**src/rtl/cm_arb_burst_ctrl.sv**
```systemverilog
// Per-slave-port AHB-Lite arbitration sequencer: holds ownership across bursts and locked tenures.
// Optional CM_ARB_INCR_LIMIT_EN caps undefined-length INCR tenure at INCR_MAX_BEATS accepted beats.
module cm_arb_burst_ctrl #(
   parameter int unsigned REQ_NUM        = 2,
   parameter int unsigned PRI_WIDTH      = 2,
   parameter int unsigned INCR_MAX_BEATS = 16
) (
   input  logic                           clk,
   input  logic                           rst_n,
   input  logic [REQ_NUM-1:0]             req,
   input  logic [PRI_WIDTH*REQ_NUM-1:0]   pri,
   input  logic [2*REQ_NUM-1:0]           htrans,
   input  logic [3*REQ_NUM-1:0]           hburst,
   input  logic [REQ_NUM-1:0]             hmastlock,
   input  logic                           hready,
   output logic [REQ_NUM-1:0]             addr_sel,
   output logic [REQ_NUM-1:0]             data_sel,
   output logic                           locked
);

   localparam int unsigned IdxW = $clog2(REQ_NUM);

   localparam logic [1:0] TrIdle   = 2'b00;
   localparam logic [1:0] TrBusy   = 2'b01;
   localparam logic [1:0] TrNonseq = 2'b10;
   localparam logic [1:0] TrSeq    = 2'b11;
   localparam logic [2:0] BurstSingle = 3'b000;
   localparam logic [2:0] BurstIncr   = 3'b001;

   if (REQ_NUM < 2 || REQ_NUM > 16 || INCR_MAX_BEATS < 1) begin : g_bad_cfg
      $error("cm_arb_burst_ctrl: unsupported parameter set");
   end

   typedef enum logic [0:0] {StIdle, StOwn} state_e;

   state_e              state_q, state_d;
   logic [REQ_NUM-1:0]  addr_sel_q, addr_sel_d;
   logic [REQ_NUM-1:0]  data_sel_q;
   logic                locked_q, locked_d;
   logic [3:0]          beats_q, beats_d;
   logic                incr_open_q, incr_open_d;
   logic [IdxW-1:0]     rr_q, rr_d;

   logic                 win_found;
   logic [IdxW-1:0]      win_idx;
   logic [PRI_WIDTH-1:0] win_pri;
   logic [IdxW-1:0]      cand_idx;
   logic [1:0]           own_htrans;
   logic [2:0]           own_hburst;
   logic                 own_lock;
   logic                 tenure_end;
   logic                 force_end;

`ifdef CM_ARB_INCR_LIMIT_EN
   localparam int unsigned IncrCntW = $clog2(INCR_MAX_BEATS + 1);
   logic [IncrCntW-1:0] incr_cnt_q, incr_cnt_d;
`endif

   // Highest priority wins; ties go to the first requester found after the last owner.
   always_comb begin
      win_found = 1'b0;
      win_idx   = '0;
      win_pri   = '0;
      cand_idx  = '0;
      for (int i = 0; i < int'(REQ_NUM); i++) begin
         cand_idx = IdxW'((int'(rr_q) + i + 1) % int'(REQ_NUM));
         if (req[cand_idx] &&
             (!win_found || pri[cand_idx*PRI_WIDTH +: PRI_WIDTH] > win_pri)) begin
            win_found = 1'b1;
            win_idx   = cand_idx;
            win_pri   = pri[cand_idx*PRI_WIDTH +: PRI_WIDTH];
         end
      end
   end

   // The round-robin pointer doubles as the owner index while in StOwn.
   assign own_htrans = htrans[rr_q*2 +: 2];
   assign own_hburst = hburst[rr_q*3 +: 3];
   assign own_lock   = hmastlock[rr_q];

   always_ff @(posedge clk or negedge rst_n) begin
      if (!rst_n) begin
         state_q     <= StIdle;
         addr_sel_q  <= '0;
         data_sel_q  <= '0;
         locked_q    <= 1'b0;
         beats_q     <= '0;
         incr_open_q <= 1'b0;
         rr_q        <= '0;
`ifdef CM_ARB_INCR_LIMIT_EN
         incr_cnt_q  <= '0;
`endif
      end else if (hready) begin
         state_q     <= state_d;
         addr_sel_q  <= addr_sel_d;
         data_sel_q  <= addr_sel_q;
         locked_q    <= locked_d;
         beats_q     <= beats_d;
         incr_open_q <= incr_open_d;
         rr_q        <= rr_d;
`ifdef CM_ARB_INCR_LIMIT_EN
         incr_cnt_q  <= incr_cnt_d;
`endif
      end
   end

   always_comb begin
      state_d     = state_q;
      addr_sel_d  = addr_sel_q;
      rr_d        = rr_q;
      beats_d     = beats_q;
      incr_open_d = incr_open_q;
      locked_d    = locked_q;
      force_end   = 1'b0;
`ifdef CM_ARB_INCR_LIMIT_EN
      incr_cnt_d  = incr_cnt_q;
`endif

      if (state_q == StOwn) begin
         unique case (own_htrans)
            TrNonseq: begin
               unique case (own_hburst[2:1])
                  2'b00:   beats_d = 4'd0;
                  2'b01:   beats_d = 4'd3;
                  2'b10:   beats_d = 4'd7;
                  default: beats_d = 4'd15;
               endcase
               incr_open_d = (own_hburst == BurstIncr);
               locked_d    = own_lock;
            end
            TrSeq: begin
               beats_d  = (beats_q == 4'd0) ? 4'd0 : beats_q - 4'd1;
               locked_d = own_lock;
            end
            TrBusy: ;
            default: begin
               incr_open_d = 1'b0;
               if (!own_lock) locked_d = 1'b0;
            end
         endcase

`ifdef CM_ARB_INCR_LIMIT_EN
         if (own_htrans == TrNonseq) begin
            incr_cnt_d = (own_hburst == BurstIncr) ? IncrCntW'(1) : '0;
         end else if (own_htrans == TrSeq && incr_open_q) begin
            if (incr_cnt_q != IncrCntW'(INCR_MAX_BEATS)) incr_cnt_d = incr_cnt_q + 1'b1;
         end else if (own_htrans != TrBusy) begin
            incr_cnt_d = '0;
         end
         force_end = (incr_cnt_q >= IncrCntW'(INCR_MAX_BEATS)) && |(req & ~addr_sel_q) &&
                     !locked_d;
`endif
      end

      tenure_end = (beats_d == 4'd0) && !incr_open_d && !locked_d &&
                   (own_htrans == TrIdle ||
                    (own_htrans == TrNonseq && own_hburst == BurstSingle));

      if ((state_q == StIdle && win_found) || (state_q == StOwn && (tenure_end || force_end))) begin
         beats_d     = '0;
         incr_open_d = 1'b0;
         locked_d    = 1'b0;
`ifdef CM_ARB_INCR_LIMIT_EN
         incr_cnt_d  = '0;
`endif
         if (win_found) begin
            state_d             = StOwn;
            addr_sel_d          = '0;
            addr_sel_d[win_idx] = 1'b1;
            rr_d                = win_idx;
         end else begin
            state_d    = StIdle;
            addr_sel_d = '0;
         end
      end
   end

   always_comb begin
      addr_sel = addr_sel_q;
      data_sel = data_sel_q;
      locked   = locked_q;
   end

endmodule

```
**config.mk**
```make
export PLATFORM = sky130hd
export DESIGN_NAME = cm_arb_burst_ctrl
export DESIGN_NICKNAME = d
export VERILOG_FILES = /design/src/rtl/cm_arb_burst_ctrl.sv
export SDC_FILE = /design/constraint.sdc
export NUM_CORES = 1
export LEC_CHECK = 0
export CORE_MARGIN = 2
export CORE_UTILIZATION = 45
export CTS_CLUSTER_SIZE = 40
export DETAILED_ROUTE_END_ITERATION = 6
export PLACE_DENSITY = 0.78
export SLEW_MARGIN = 20
export SYNTH_ARGS = -nofsm -noshare
export SYNTH_HDL_FRONTEND = slang
export SYNTH_SLANG_ARGS = --single-unit
```
**constraint.sdc**
```tcl
create_clock -name clk -period 2.85 [get_ports clk]
set_input_delay 0.57 -clock clk [delete_from_list [all_inputs] [get_ports clk]]
set_output_delay 0.57 -clock clk [all_outputs]
set_load 0.03 [all_outputs]
```
==> results.toml <==
[setup_path]
path_max_fanout = 13
r2r_cells = 6
r2r_start = "rr_q"
reg2reg_slack_ns = 0.37
rr_endpoint = "addr_sel[1]"
critPathKind = "register to register"
critical_path_arrival_ns = 2.65
crit_end = "addr_sel[1]"
cp-startpoint = "rr_q"
critPathCaptureType = "register"
start_kind = "register"
required_ns = 3.02

[clocking]
clkTransAtPathRegs_ns = 0.08
ctsResizeCount = 0
cts_hold_buf = 0
htree_num_levels = 1
cts_tree = "built"
cts_setup_buffers = 0
cts-root-buf = "clkbuf_4"
numCtsBuffers = 3
clkLatencyLatePin_ns = 0.28
cts_num_sinks = 11
cts.path.max_buffers = 2

[run_status]
status = "finished clean"

[die]
die_area_um2 = 2590
coreArea_um2 = 2020
io_pins = 26
num_rows = 16
initial_utilization_pct = 48.9
fp.dieH_um = 50.9
die_x_um = 50.9

[pwr]
ir_drop_mv = 0.655
leakagePower_nw = 0.549
power_frac_comb_pct = 62.1
switchingPower_uw = 518
clkPwrFrac_pct = 10.0
power_density_nw_per_um2 = 857
power_frac_seq_pct = 27.9
p_int_uw = 597
swShare_pct = 46.4

[sta]
hold_violations = 0
slew_violations = 0
worst_slew_pin_slew_ns = 0.554
fin_crit_sh_pct = 87.1
min_period_ns = 2.48
rsz0062_at_grt = "false"
fin_ws_ns = 0.366
setup_viol = 0
skew_ns = 0.00505
relSlewSlack_pct = 63.0
fmax_mhz = 403
setup_tns_ns = 0

[place]
preCtsSetupSlack_ns = 0.132
place_congestion = 0.924
placedCellCount = 159
io_buffers = 25
hpwl_mm = 1.86

[finish]
layout_common_cells = "25 x clkdlybuf4s50_1, 11 x inv_1, 11 x dfrtp_1, 9 x nor2_1, 6 x nand2_1"
final_cells = 163
drive_gt1_share_pct = 17.6
syn_to_final_growth_pct = 31.5
ff_latch_area_um2 = 275
fill_cells = 172
final_nets = 162
diodes = 0
final_common_cell = "clkdlybuf4s50_1"
multi_input_area_um2 = 651

[routing]
first_pass_iters = 4
num_vias = 932
drtAntennaViolNets = 0
wl_mm = 2.32
drc_errors = 0
viasPerCell = 5.72
drt_iter0_drc = 7
wire_per_inst_um = 14.2

[grt]
antenna_found_initial = 0
grt_max_degree = 14
grt_overflow = 0
track_usage_pct = 19.9
grt_pass1_wl_mm = 3.92
grt_pass1_vias = 960

[yosys]
async_flop_share_pct = 100
synth_top_family_by_area = "compound AO/OA/AOI/OAI gates"
synth_nets = 133
syn_area_um2 = 990
muxShareOfSynthArea_pct = 16.7
synthSimpleGateAreaFrac_pct = 18.3
synth_seq_cells = 11
syn_inst = 108
ys_types = 43
synthAdderAreaFrac_pct = 5.06
synth_compound_area_share_pct = 24.8
yosysWarnings = 0
synth_xor_area_share_pct = 0.885
synth_flop_cell = "dfrtp_1"
ys_seq_area_share_pct = 27.8
synth-edff-count = 0
avgSynthCellArea_um2 = 9.16

[flow_run]
max_cap_viol_count = 0

[min_path]
min_path_type = "register to register"
-- metrics by stage --
stage	hold slack, ns	total power [mW]	utilization (%)	cell area [um^2]
6_report	0.511	1.11	64.4	1300
5_1_grt	0.549	1.21	64.4	1300
4_1_cts	0.521	1.12	64.4	1300
3_5_place_dp	0.503	1.00	63.0	1270
3_3_place_gp	0.495	0.977	63.0	1270
2_1_floorplan	0.274	0.798	-	990
-- power groups by stage --
stage	clock [mW]	sequential (mW)	combinational [mW]
after floorplan	0	0.347	0.451
after global placement	0	0.311	0.666
after detailed placement	0	0.315	0.689
after CTS	0.114	0.313	0.693
after global routing	0.119	0.325	0.761
final	0.112	0.311	0.692
-- cell usage after synthesis, drive strengths merged, types with 3 or more instances --
cell	count	area, um^2
o22ai	3	18.8
nand2	6	22.5
inv	11	41.3
mux2	8	101
a211oi	3	37.5
dfrtp	11	275
clkbuf	3	11.3
nor2	9	33.8
a21oi	3	15.0
ha	4	50.1
o21ai	7	35.0
mux2i	6	63.8
-- critical path, stage by stage, from the launching register on --
cell and delay [ns]:
dfrtp_1 0.70, mux2_2 0.43, a211oi_2 0.25, o221ai_1 0.17, o21bai_4 0.22, o31ai_4 0.28
mux2_4 0.32
-- area by class of cell --
cell class / count / share of cell area [%]
clock buffer: 3 / 1.73
clock inverter: 1 / 0.385
inverter: 11 / 3.17
multi-input combinational: 82 / 50.0
sequential: 11 / 21.2
tap: 27 / 2.60
timing repair buffer: 28 / 21.0
-- state kept, by name (all words and copies together), names as in the netlist --
signal,count
addr_sel,2
beats_q,4
state_q,1
data_sel,2
rr_q,1
locked,1
-- worst min-delay path by stage --
stage / slack [ns] / end / cells past startpoint / startpoint
after global routing: 0.55 / data_sel[0] / 1 / data_sel[0]
after CTS: 0.52 / data_sel[0] / 1 / data_sel[0]
after detailed placement: 0.50 / data_sel[0] / 1 / data_sel[0]
final: 0.51 / data_sel[0] / 1 / data_sel[0]
after floorplan: 0.27 / addr_sel[0] / 0 / rst_n
after global placement: 0.49 / data_sel[0] / 1 / data_sel[0]
-- logic make-up (layout without fill, tap and decap cells) --
group                    count (synthesis)  after routing
AO/OA/AOI/OAI                           30             30
XOR/XNOR                                 1              1
adder cells (fa/ha/maj)                  4              4
buffers and inverters                   15             43
flip-flops                              11             11
multiplexers                            14             14
AND/OR/NAND/NOR                         33             33
-- routing by layer --
layer | GRT usage (%) | vias to the layer above | wire length (um)
li1 | - | 462 | -
met1 | 20.4 | 432 | 970
met2 | 37.9 | 29 | 1190
met3 | 2.92 | 9 | 83
met4 | 11.3 | 0 | 74
met5 | 0 | - | 0
Note: power is estimated with default switching activity, not from simulation.
==> RTL edit: new RTL, config.mk and constraints unchanged <==
The parameter `REQ_NUM` goes from 2 to 4.
--- a/src/rtl/cm_arb_burst_ctrl.sv
+++ b/src/rtl/cm_arb_burst_ctrl.sv
@@ -1,7 +1,7 @@
 // Per-slave-port AHB-Lite arbitration sequencer: holds ownership across bursts and locked tenures.
 // Optional CM_ARB_INCR_LIMIT_EN caps undefined-length INCR tenure at INCR_MAX_BEATS accepted beats.
 module cm_arb_burst_ctrl #(
-   parameter int unsigned REQ_NUM        = 2,
+   parameter int unsigned REQ_NUM        = 4,
    parameter int unsigned PRI_WIDTH      = 2,
    parameter int unsigned INCR_MAX_BEATS = 16
 ) (
Ports: changed (7 resized); port bits go from 26 to 48. No check against the original RTL was run, so the function may have changed too.
==> RTL edit against the unedited design <==
The run now ends with negative setup slack left; sequential cell count up 5; total power rose to 4.9 times the old value; clock power increased by 50%; via count rose by 140%; sequential share of layout area shrank 8.6 points; sequential power up 39%; final area is 150% higher; synthesized area grew 69%; die area grew 63%; core utilization up 24 points; setup slack worse by 2.5 ns; wire length rose to 3.4 times the old value.
==> RTL edit: results (changes against the unedited design) <==
stage,metric,value,unit,change
final_layout,fillCellCount,142,,was 172
timing,whs,0.506,ns,was 0.511 ns
critical_path,reg2reg_from,rr_q[1]$_DFFE_PN0P_,,was rr_q$_DFFE_PN0P_
timing,setup_viol,8,,was 0
clock_network,cts_resized,17,,was 0
grt,track_usage,0.308,,was 0.199
final_layout,layout-drive-gt1-share,0.503,,was 0.176
detailed_routing,drt_iter0_markers,329,,was 7
final_layout,nets,367,,was 162
outcome,status,finished with violations,,"was complete, no violations"
placed_design,postPlaceCellArea,2560,um^2,was 1270 um^2
synth,yosysUniqueCellTypes,50,,was 43
detailed_routing,first_pass_iters,5,,was 4
critical_path,cpPeakStageDelay,0.46,ns,was 0.70 ns
final_layout,area_growth,90.9,%,was 31.5%
placed_design,place_hpwl,3780,um,was 1860 um
detailed_routing,wl_per_cell,21.4,um,was 14.2 um
synth,yosysSeqAreaShare,0.239,,was 0.278
timing,worst_pin_slew,0.711,ns,was 0.554 ns
placed_design,dp.cells,312,,was 159
worst_hold_path,hold_end,data_sel[2]$_DFFE_PN0P_,,was data_sel[0]$_DFFE_PN0P_
clock_network,clk_pin_slew,0.06,ns,was 0.08 ns
timing,fin_ws,-2.12,ns,was 0.366 ns
synth,syn_avg_cell_area,9.19,um^2,was 9.16 um^2
synth,synthTopCellsByArea,"dfrtp_1 (24%), mux4_2 (9.4%), mux2i_1 (9.0%)",,"was dfrtp_1 (28%), mux2_2 (5.7%), ha_1 (5.1%)"
synth,syn_nets,229,,was 133
grt,first_global_vias,2109,,was 960
outcome,violations,negative setup slack,,
detailed_routing,viasPerCell,6.09,,was 5.72
final_layout,layoutNonFillerInstCount,366,,was 163
clock_network,cts_root_buffer,clkbuf_8,,was clkbuf_4
critical_path,cp_slowest_cell,dfrtp_2,,was dfrtp_1
-- RTL edit: metal layers --
layer | track usage | wire length, um
met3 | 0.0677 | 715
met4 | 0.146 | 400
met2 | 0.545 | 3950
met1 | 0.350 | 2750
met5 | 0 | 0
-- RTL edit: worst max path at each step --
stage,startpoint,end,slack (ns)
finish,rr_q[1]$_DFFE_PN0P_,addr_sel[1]$_DFFE_PN0P_,-2.12
global route,rr_q[1]$_DFFE_PN0P_,addr_sel[1]$_DFFE_PN0P_,-2.25
CTS,rr_q[1]$_DFFE_PN0P_,addr_sel[0]$_DFFE_PN0P_,-1.83
detailed placement,req[3],addr_sel[0]$_DFFE_PN0P_,-2.26
global placement,pri[6],addr_sel[0]$_DFFE_PN0P_,-2.04
floorplan,rr_q[1]$_DFFE_PN0P_,addr_sel[0]$_DFFE_PN0P_,-1.73
-- RTL edit: final cells by class --
cell class                 instances  area share
clock buffer                       3      0.0129
inverter                          11      0.0129
multi-input combinational        146       0.450
sequential                        16       0.126
tap                               48      0.0188
timing repair buffer             142       0.380
-- RTL edit: metrics by stage --
stage | worst slack, ns | setup TNS (ns)
CTS | -1.83 | -10.58
detailed placement | -2.26 | -13.03
floorplan | -1.73 | -9.58
finish | -2.12 | -13.34
global placement | -2.04 | -11.81
global route | -2.25 | -14.15
-- RTL edit: power by group --
part	switching [mW]	internal, mW
Sequential	0.106	0.326
Combinational	2.17	2.65
Clock	0.0743	0.0938
Total	2.35	3.07
-- RTL edit: cells by family (layout without fill, tap and decap cells) --
group,Yosys count,in the layout,synth area share
DFF,16,16,0.239
AOI/OAI and AO/OA,51,51,0.209
adders and majority gates,8,8,0.0598
buffers and inverters,20,156,0.0501
muxes,36,36,0.287
and+or+nand+nor,51,51,0.155
